`src/rtl/prng_pkg.sv`:
```
// Shared constants for the three-LFSR PRNG: register lengths, feedback taps,
// default seeds and the seed-word slice each LFSR loads from.
package prng_pkg;

    localparam int A_LEN = 17;
    localparam int B_LEN = 23;
    localparam int C_LEN = 31;

    localparam int A_TAP_HI = 16;
    localparam int A_TAP_LO = 13;
    localparam int B_TAP_HI = 22;
    localparam int B_TAP_LO = 17;
    localparam int C_TAP_HI = 30;
    localparam int C_TAP_LO = 27;

    localparam logic [A_LEN-1:0] A_SEED_DEF = 17'h00001;
    localparam logic [B_LEN-1:0] B_SEED_DEF = 23'h000001;
    localparam logic [C_LEN-1:0] C_SEED_DEF = 31'h00000001;

    // Each slice is exactly as wide as its LFSR; B deliberately takes the top bits.
    localparam int A_SLICE_HI = 16;
    localparam int A_SLICE_LO = 0;
    localparam int B_SLICE_HI = 31;
    localparam int B_SLICE_LO = 9;
    localparam int C_SLICE_HI = 30;
    localparam int C_SLICE_LO = 0;

endpackage

```
`src/rtl/lfsr_fib.sv`:
```
// Fibonacci LFSR, shifting left with the two-tap feedback entering bit 0.
// A load of all zeros is replaced by SEED so the register never locks up.
module lfsr_fib #(
    parameter int             LEN    = 17,
    parameter int             TAP_HI = 16,
    parameter int             TAP_LO = 13,
    parameter logic [LEN-1:0] SEED   = {{(LEN-1){1'b0}}, 1'b1}
) (
    input  logic           clksrc,
    input  logic           rstn,
    input  logic           shift,
    input  logic           load,
    input  logic [LEN-1:0] load_val,
    output logic [LEN-1:0] state
);

    logic [LEN-1:0] state_q;
    logic [LEN-1:0] state_d;

    // Load takes priority over shift.
    always_comb begin
        state_d = state_q;
        if (load) begin
            state_d = (load_val == '0) ? SEED : load_val;
        end else if (shift) begin
            state_d = {state_q[LEN-2:0], state_q[TAP_HI] ^ state_q[TAP_LO]};
        end
    end

    always_ff @(posedge clksrc) begin
        if (!rstn) begin
            state_q <= SEED;
        end else begin
            state_q <= state_d;
        end
    end

    assign state = state_q;

endmodule

```
`src/rtl/multi_lfsr_prng.sv`:
```
// Steps three LFSRs on each enabled rising edge of step_clk and publishes the
// XOR of their low bits one cycle later, with a single-cycle valid pulse.
module multi_lfsr_prng
    import prng_pkg::*;
#(
    parameter int                WIDTH  = 16,
    parameter logic [A_LEN-1:0]  SEED17 = A_SEED_DEF,
    parameter logic [B_LEN-1:0]  SEED23 = B_SEED_DEF,
    parameter logic [C_LEN-1:0]  SEED31 = C_SEED_DEF
) (
    input  logic             clksrc,
    input  logic             rstn,
    input  logic             step_clk,
    input  logic             en,
    input  logic             load,
    input  logic [31:0]      seed,
    output logic [WIDTH-1:0] rnd,
    output logic             rnd_valid
);

    logic             step_q;
    logic             step_d;
    logic             pend_q;
    logic             pend_d;
    logic [WIDTH-1:0] rnd_q;
    logic [WIDTH-1:0] rnd_d;
    logic             rnd_valid_q;
    logic             rnd_valid_d;
    logic             step_edge;
    logic             shift;
    logic [A_LEN-1:0] a_state;
    logic [B_LEN-1:0] b_state;
    logic [C_LEN-1:0] c_state;

    assign step_edge = step_clk & ~step_q & en;
    assign shift     = step_edge & ~load;

    lfsr_fib #(.LEN(A_LEN), .TAP_HI(A_TAP_HI), .TAP_LO(A_TAP_LO), .SEED(SEED17)) u_lfsr_a (
        .clksrc   (clksrc),
        .rstn     (rstn),
        .shift    (shift),
        .load     (load),
        .load_val (seed[A_SLICE_HI:A_SLICE_LO]),
        .state    (a_state)
    );

    lfsr_fib #(.LEN(B_LEN), .TAP_HI(B_TAP_HI), .TAP_LO(B_TAP_LO), .SEED(SEED23)) u_lfsr_b (
        .clksrc   (clksrc),
        .rstn     (rstn),
        .shift    (shift),
        .load     (load),
        .load_val (seed[B_SLICE_HI:B_SLICE_LO]),
        .state    (b_state)
    );

    lfsr_fib #(.LEN(C_LEN), .TAP_HI(C_TAP_HI), .TAP_LO(C_TAP_LO), .SEED(SEED31)) u_lfsr_c (
        .clksrc   (clksrc),
        .rstn     (rstn),
        .shift    (shift),
        .load     (load),
        .load_val (seed[C_SLICE_HI:C_SLICE_LO]),
        .state    (c_state)
    );

    // pend_q marks the cycle after a shift, when the LFSRs hold post-shift state.
    always_comb begin
        step_d      = step_clk;
        pend_d      = shift;
        rnd_valid_d = pend_q;
        rnd_d       = rnd_q;
        if (pend_q) begin
            rnd_d = a_state[WIDTH-1:0] ^ b_state[WIDTH-1:0] ^ c_state[WIDTH-1:0];
        end
    end

    always_ff @(posedge clksrc) begin
        if (!rstn) begin
            step_q      <= 1'b0;
            pend_q      <= 1'b0;
            rnd_q       <= '0;
            rnd_valid_q <= 1'b0;
        end else begin
            step_q      <= step_d;
            pend_q      <= pend_d;
            rnd_q       <= rnd_d;
            rnd_valid_q <= rnd_valid_d;
        end
    end

    assign rnd       = rnd_q;
    assign rnd_valid = rnd_valid_q;

endmodule
```
`config.mk`:
```
export PLATFORM = sky130hd
export DESIGN_NAME = multi_lfsr_prng
export DESIGN_NICKNAME = d
export VERILOG_FILES = /design/src/rtl/prng_pkg.sv /design/src/rtl/lfsr_fib.sv /design/src/rtl/multi_lfsr_prng.sv
export SDC_FILE = /design/constraint.sdc
export NUM_CORES = 1
export LEC_CHECK = 0
export CORE_ASPECT_RATIO = 0.6
export CORE_MARGIN = 5
export CORE_UTILIZATION = 55
export CTS_CLUSTER_DIAMETER = 150
export DETAILED_ROUTE_END_ITERATION = 16
export GPL_ROUTABILITY_DRIVEN = 0
export GPL_TIMING_DRIVEN = 0
export PLACE_DENSITY_LB_ADDON = 0.05
export SETUP_SLACK_MARGIN = 0.02
export SLEW_MARGIN = 20
export SYNTH_ARGS = -nofsm -noshare
export SYNTH_HDL_FRONTEND = slang
export SYNTH_SLANG_ARGS = --single-unit
```
`constraint.sdc`:
```
create_clock -name clksrc -period 4.8 [get_ports clksrc]
set_clock_uncertainty 0.1 [all_clocks]
set_input_delay 1.44 -clock clksrc [delete_from_list [all_inputs] [get_ports clksrc]]
set_output_delay 1.44 -clock clksrc [all_outputs]
set_load 0.005 [all_outputs]
```
# Yosys cells after proc, flatten, opt, wreduce, memory -nomap -nowiden
# Index checks and enable logic that the tools add are counted.
[classes]
shifts = 0
multipliers = 0
muxes = 9
div = 0
reduce_logical = 4
eq_ne = 0
n_bitwise = 10
n_addsub = 0
order_cmp = 0
[ops]
columns = ["operator", "count"]
rows = [
  ["31-bit 2-to-1 mux", 3],
  ["23-bit 2-to-1 mux", 3],
  ["17-bit 2-to-1 mux", 3],
  ["16-bit bitwise XOR", 2],
  ["31-bit logical NOT", 1],
  ["23-bit logical NOT", 1],
  ["17-bit logical NOT", 1],
  ["1-bit AND", 3],
  ["1-bit bitwise XOR", 3],
  ["1-bit NOT", 2],
  ["2-bit nonzero test", 1],
]
[word_totals]
out_inout_bits = 17
inputBits = 37
latch_bits = 0
elab_cells = 30
ff_bits = 90
ram_bits = 0
memories = 0
rom_bits = 0

# Depth between registers and ports, before layout
# Gate-level depths: netlist (run 1).
[depth]
word_depth = 6
ltp_mapped = 7
mapped_depth_nobuf = 4

# Modules after synthesis
# From an unflattened synthesis (run 1), not the netlist that was laid out.
[hier_totals]
hier_cells = 515
hier_area_um2 = 4810.9
[modules_own_cells]
columns = ["mod", "cells_per_inst", "instances", "area_per_inst_um2"]
rows = [
  ["lfsr_fib (u_lfsr_c)", 182, 1, 1525.2],
  ["multi_lfsr_prng", 114, 1, 1291.2],
  ["lfsr_fib (u_lfsr_b)", 135, 1, 1167.4],
  ["lfsr_fib (u_lfsr_a)", 84, 1, 827.0],
]

# Worst setup path before layout (run 1)
# OpenSTA, ideal clock, no wires.
[synth_path]
path_type = "input port to flip-flop"
start = "in seed[13]"
end = "reg u_lfsr_b.state_q[0], in the netlist u_lfsr_b.state[0]"
arrival_time_ns = 2.366
setup_ns = 0.064
slack_ns = 2.270
stages = 4
path_buffers = 0
cell_sequence = "nor4_1 -> nand2_1 -> or4b_1 -> nand4_1"
[synth_between]
elab_chain_cells = 3
[synth_rtl]
columns = ["item", "line", "source"]
rows = [
  ["start, declared", "multi_lfsr_prng.sv:16", "input logic [31:0] seed,"],
  ["23-bit logical NOT", "lfsr_fib.sv:24", "state_d = (load_val == '0) ? SEED : load_val;"],
  ["23-bit 2-to-1 mux", "lfsr_fib.sv:24", ""],
  ["23-bit 2-to-1 mux", "lfsr_fib.sv:23", "if (load) begin"],
  ["end signal, assigned", "lfsr_fib.sv:34", "state_q <= state_d;"],
  ["end, declared", "lfsr_fib.sv:17", "logic [LEN-1:0] state_q;"],
]
# Every way passes these cells.
# A chain may end at the register's enable or synchronous reset.

# Final worst setup path (run 1)
[layout_path]
start = "in seed[16]"
end = "reg u_lfsr_b.state_q[0], in the netlist u_lfsr_b.state[0]"
# The elaborated chain is that of the path after synthesis.

==> flow_summary.ini, run 1 <==
[global_route]
grt_pass1_wl_um = 17070
grt-ovfl-total = 0
grt_max_degree = 15
track_usage = 0.2501
grt_pass1_vias = 3200
antenna_found_initial = 0

[synthesis]
synth_xor_area_frac = 0.07924
synth_simple_gate_area_frac = 0.1484
synth_seq_area_share = 0.4657
muxShareOfSynthArea = 0.04657
syn_area_sq_um = 3869
ys_seq_elements = 90
synth_fa_ha_area_frac = 0
yosysWarningCount = 0
synth_fp_nets = 404
synth_cell_types = 28
synth_compound_area_frac = 0.2154
netlist_instances = 367
synth_top_family_by_area = compound AO/OA/AOI/OAI gates
avgSynthCellArea_sq_um = 10.54

[clocking]
insertion_delay_ns = 0.34
cts_buffer_depth = 2
cts_setup_buffers = 0
cts_resized = 0
htree_levels = 3
path_clk_slew_ns = 0.06
clockRootBuffer = clkbuf_16
cts_buffers = 9
hold_buffers = 0
cts_tree = done
cts_sinks = 90

[sta]
finalCritPeriodShare = 0.6166
worstMarginPinSlew_ns = 0.5319
rsz0062_at_grt = no
setup_ws_ns = 1.840
min_period_ns = 2.960
clock.fmax_mhz = 337.9
setup_violations = 0
final_hold_viol_count = 0
maxSlewViolCount = 0
setup_tns_ns = 0
relSlewSlack = 0.6454

[setup_path]
timing_worst_setup_path_type = in -> reg
path_max_fanout = 5
worstPathRequired_ns = 4.98
reg2reg_slack_ns = 3.16
crit_arrival_ns = 3.14
cpMostUsedCell = nand4_1
crit_path_top_delay_cell = clkdlybuf4s50_1
endpoint_kind = flop
regToRegEndpoint = u_lfsr_a.state[5]
worstPathCellList = clkdlybuf4s50_1 > nor4_1 > nand4_1 > or4b_1 > nand4_1
ff2ff_path_depth = 6
reg2reg_from = step_q
max_stage_delay_ns = 0.53
cp-start-kind = input port

[route]
drtAntennaViolNets = 0
vias = 3311
routed.top_layer = met4
dr.first_iter.drc_count = 638
post_drt_wl_per_cell_um = 20.36
dr_wl_met3_um = 987
dr.pass1.iters = 8
met1_length_um = 5147
drc = 0
dr_wl_met2_um = 4368
totalWireLength_um = 10610
via_per_inst = 6.355

[hold_path]
hold_class = reg -> reg
holdPathEnd = u_lfsr_a.state[0]
hold_path_depth = 2
hp-start = u_lfsr_a.state[0]

[power_and_ir_drop]
ir_drop_v = 0.0002773
power_density_nw_per_um2 = 367.5
p_leak_nw = 1.700

[final_layout]
final_area_sq_um = 4793
syn_to_final_growth_pct = 23.90
n_fill_cell = 531
final_cell_mix = 90 x dfxtp_1, 64 x nor2b_1, 51 x clkdlybuf4s50_1, 46 x a222oi_1, 32 x xnor2_1
nets = 466
final_common_cell = dfxtp_1
n_antenna_cell = 0
drive_above_1_share = 0.09217
utilization = 0.7088

[outcome]
status = finished clean

[placed_design]
dpl.hpwl_um = 7856
port_buffers = 51
pre_cts_slack_ns = 1.517
placed_cell_area_sq_um = 4488

[floorplanning]
coreArea_sq_um = 6763
start_util = 0.5721
die_h_um = 74.97
io_pins = 54
rows = 23
die_width_um = 118.3
die_area_sq_um = 8866

[run]
maxCapViolCount = 0
worst max path at each step:
stage | start | to | slack, ns | cells after the start
floorplan | seed[13] | u_lfsr_b.state[0] | 2.27 | 4
global placement | seed[16] | u_lfsr_b.state[0] | 1.56 | 5
detailed placement | seed[16] | u_lfsr_b.state[0] | 1.52 | 5
CTS | seed[16] | u_lfsr_b.state[0] | 1.87 | 5
global route | seed[16] | u_lfsr_b.state[0] | 1.82 | 5
finish | seed[16] | u_lfsr_b.state[0] | 1.84 | 5
area by class of cell:
class	instances	area [sq um]	area share
well taps	87	108.9	0.02271
plain buffers	34	172.7	0.03602
multi-input cells	243	1894	0.3952
repair buffers	51	510.5	0.1065
clock inverters	5	52.55	0.01096
flip-flops and latches	90	1802	0.3759
clock buffers	11	252.7	0.05273
sequential cells by signal, indices dropped and copies added (netlist names):
signal and cells:
u_lfsr_a.state 17, u_lfsr_b.state 23, step_q 1, pend_q 1, rnd_valid 1, rnd 16, u_lfsr_c.state 31
metrics by stage:
step / hold WS [ns] / total power, mW / std cells
global placement: 0.3898 / 1.048 / 505
global route: 0.4158 / 1.825 / 521
finish: 0.4081 / 1.762 / 521
detailed placement: 0.3927 / 1.054 / 505
floorplan: 0.3709 / 0.9642 / 367
CTS: 0.4074 / 1.764 / 521
cells in the mapped netlist, drive strengths merged:
library cell	instances	area, sq um
o21ai	2	10.01
a22oi	21	157.7
nor4	5	31.28
o211a	2	20.02
nand4	2	12.51
nand2	12	45.04
nand3	1	5.000
xnor2	32	280.3
a222oi	46	460.4
o211ai	2	15.01
nor2	2	10.01
xor2	3	26.28
o31a	2	20.02
or4b	1	10.01
nand2b	1	6.260
a21boi	20	150.1
dfxtp	90	1802
nor2b	64	400.4
clkbuf	14	52.55
nor3	3	15.01
nand3b	1	20.02
buf	20	120.1
and2	3	18.77
mux2i	18	180.2
where the power goes:
group          switching [mW]  internal, mW
registers              0.0381         0.787
logic                   0.105         0.113
clock network           0.290         0.429
total                   0.433          1.33
per-layer routing:
layer | GRT usage | vias up
met5 | 0 | -
met3 | 0.07583 | 15
met1 | 0.3596 | 1603
met4 | 0.08015 | 0
li1 | - | 1513
met2 | 0.3614 | 180
critical path, delay by kind of cell:
| kind | cells | cell delay [ns] |
|---|---|---|
| AND/OR/NAND/NOR | 4 | 1.17 |
| buffers and inverters | 1 | 0.53 |
cells by family after synthesis:
| group | after synthesis |
|---|---|
| AND/OR/NAND/NOR | 95 |
| multiplexers | 18 |
| flip-flops | 90 |
| AO/OA/AOI/OAI | 95 |
| buffers and inverters | 34 |
| XOR/XNOR | 35 |
No activity file was read; power rests on OpenSTA's default activity.
==> run 2, diff against run 1 <==
--- a/config.mk
+++ b/config.mk
@@ -7,7 +7,7 @@
 export LEC_CHECK = 0
 export CORE_ASPECT_RATIO = 0.6
 export CORE_MARGIN = 5
-export CORE_UTILIZATION = 55
+export CORE_UTILIZATION = 49
 export CTS_CLUSTER_DIAMETER = 150
 export DETAILED_ROUTE_END_ITERATION = 16
 export GPL_ROUTABILITY_DRIVEN = 0
==> constraint.sdc (replaced) <==
create_clock -name clksrc -period 2.6 [get_ports clksrc]
set_clock_uncertainty 0.1 [all_clocks]
set_input_delay 0.78 -clock clksrc [delete_from_list [all_inputs] [get_ports clksrc]]
set_output_delay 0.78 -clock clksrc [all_outputs]
set_load 0.005 [all_outputs]
==> run 2 against run 1 <==
  * Global-route usage is 3.0 points lower
  * First-iteration DRC count down 36%
  * Non-clock buffer count unchanged
  * Via count down 3.2%
  * Largest cell class unchanged
  * Cell count rose by 3.8%
  * Worst hold slack gained 0.0078 ns
  * Sequential power rose by 84%
==> flow_summary.ini, run 2 (synthesized netlist as in run 1, its figures left out) <==
[sta]
setup_violations = 0
finalCritPeriodShare = 0.8941
relSlewSlack = 0.6463
final_hold_viol_count = 0
setup_ws_ns = 0.2754
maxSlewViolCount = 0
min_period_ns = 2.325
worstMarginPinSlew_ns = 0.5305
clock.fmax_mhz = 430.2
rsz0062_at_grt = no

[route]
drc = 0
dr.first_iter.drc_count = 411
post_drt_wl_per_cell_um = 19.33
vias = 3206
drtAntennaViolNets = 0
totalWireLength_um = 10460
dr.pass1.iters = 6
via_per_inst = 5.926

[setup_path]
path_max_fanout = 5
crit_arrival_ns = 2.51
critPathLaunch = seed[16]
endpoint_kind = flop
reg2reg_from = step_q
worstPathRequired_ns = 2.78
timing_worst_setup_path_type = in -> reg
cp-start-kind = input port

[global_route]
antenna_found_initial = 0
track_usage = 0.2200
grt_pass1_vias = 3064
grt_max_degree = 15
grt_pass1_wl_um = 16810
grt-ovfl-total = 0

[hold_path]
hp-start = u_lfsr_a.state[0]
hold_class = reg -> reg

[final_layout]
largest_reg_flops = 31
final_cell_mix = 90 x dfxtp_1, 64 x nor2b_1, 51 x clkdlybuf4s50_1, 46 x a222oi_1, 32 x xnor2_1
n_antenna_cell = 0
final_common_cell = dfxtp_1
nets = 466
final_area_sq_um = 4832
drive_above_1_share = 0.09007
syn_to_final_growth_pct = 24.90

[floorplanning]
die_h_um = 78.83
coreArea_sq_um = 7789
die_width_um = 124.7
rows = 25
start_util = 0.4967
io_pins = 54
die_area_sq_um = 9830

[placed_design]
pre_cts_slack_ns = -0.008797
dpl.hpwl_um = 7791
port_buffers = 51
placed_cell_area_sq_um = 4514

[clocking]
htree_levels = 3
cts_buffers = 9
hold_buffers = 0
cts_resized = 0
insertion_delay_ns = 0.35
clockRootBuffer = clkbuf_16
cts_tree = done
path_clk_slew_ns = 0.06
cts_setup_buffers = 0
cts_buffer_depth = 2
cts_sinks = 90

[power_and_ir_drop]
power_density_nw_per_um2 = 685.1
p_sw_frac = 0.2384
p_leak_nw = 1.707
combPwrFrac = 0.121
internal-power_mw = 2.521
seqPwrFrac = 0.460
pwr-share-clk = 0.419
p_switching_mw = 0.7890
ir_drop_v = 0.0004548

[run]
maxCapViolCount = 0

[outcome]
status = finished clean
## run 2: changes by cell type in the layout (fill, tap and decap cells not counted), sizes merged
cell / change
clkinvlp: -1
bufinv: +1
clkbuf: -1
## run 2: area by class of cell
type	count	area (sq um)
Sequential cell	90	1802
Timing Repair Buffer	51	510.5
Fill cell	661	2957
Clock inverter	5	78.83
Multi-Input combinational cell	243	1894
Tap cell	108	135.1
Clock buffer	10	239.0
Buffer	34	172.7
## run 2: power by group through the flow
| stage | combinational (mW) | sequential [mW] | clock [mW] |
|---|---|---|---|
| CTS | 0.398 | 1.52 | 1.41 |
| floorplan | 0.253 | 1.53 | 0 |
| global placement | 0.392 | 1.55 | 0 |
| finish | 0.401 | 1.52 | 1.39 |
| global route | 0.437 | 1.53 | 1.48 |
| detailed placement | 0.397 | 1.55 | 0 |
## run 2: worst paths after layout
path | endpoint | slack [ns] | cells after the start
worst max register to register | u_lfsr_a.state[5] | 0.97 | 6
worst max-delay path | u_lfsr_b.state[0] | 0.28 | 5
worst min register to register | u_lfsr_a.state[0] | 0.42 | 2
worst min-delay path | u_lfsr_a.state[0] | 0.42 | 2
## run 2: critical path: stages
cell and delay, ns:
clkdlybuf4s50_1 0.52, nor4_1 0.33, nand4_1 0.19, or4b_1 0.56, nand4_1 0.12
## run 2: routing by layer
layer | GRT usage | vias up | wire, um
met3 | 0.08602 | 10 | 857
met4 | 0.04267 | 0 | 87
li1 | - | 1515 | -
met1 | 0.3164 | 1545 | 5330
met5 | 0 | - | 0
met2 | 0.3120 | 136 | 4185
## run 2: per-stage QoR
| step | setup TNS, ns | power, mW | hold WS, ns | std cells | util |
|---|---|---|---|---|---|
| after global routing | 0 | 3.450 | 0.4443 | 541 | 0.6204 |
| after floorplan | 0 | 1.780 | 0.3709 | 367 | - |
| after CTS | 0 | 3.323 | 0.4150 | 541 | 0.6204 |
| after detailed placement | -0.008797 | 1.946 | 0.4027 | 526 | 0.5796 |
| final | 0 | 3.310 | 0.4159 | 541 | 0.6204 |
| after global placement | -0.01737 | 1.941 | 0.3930 | 526 | 0.5796 |
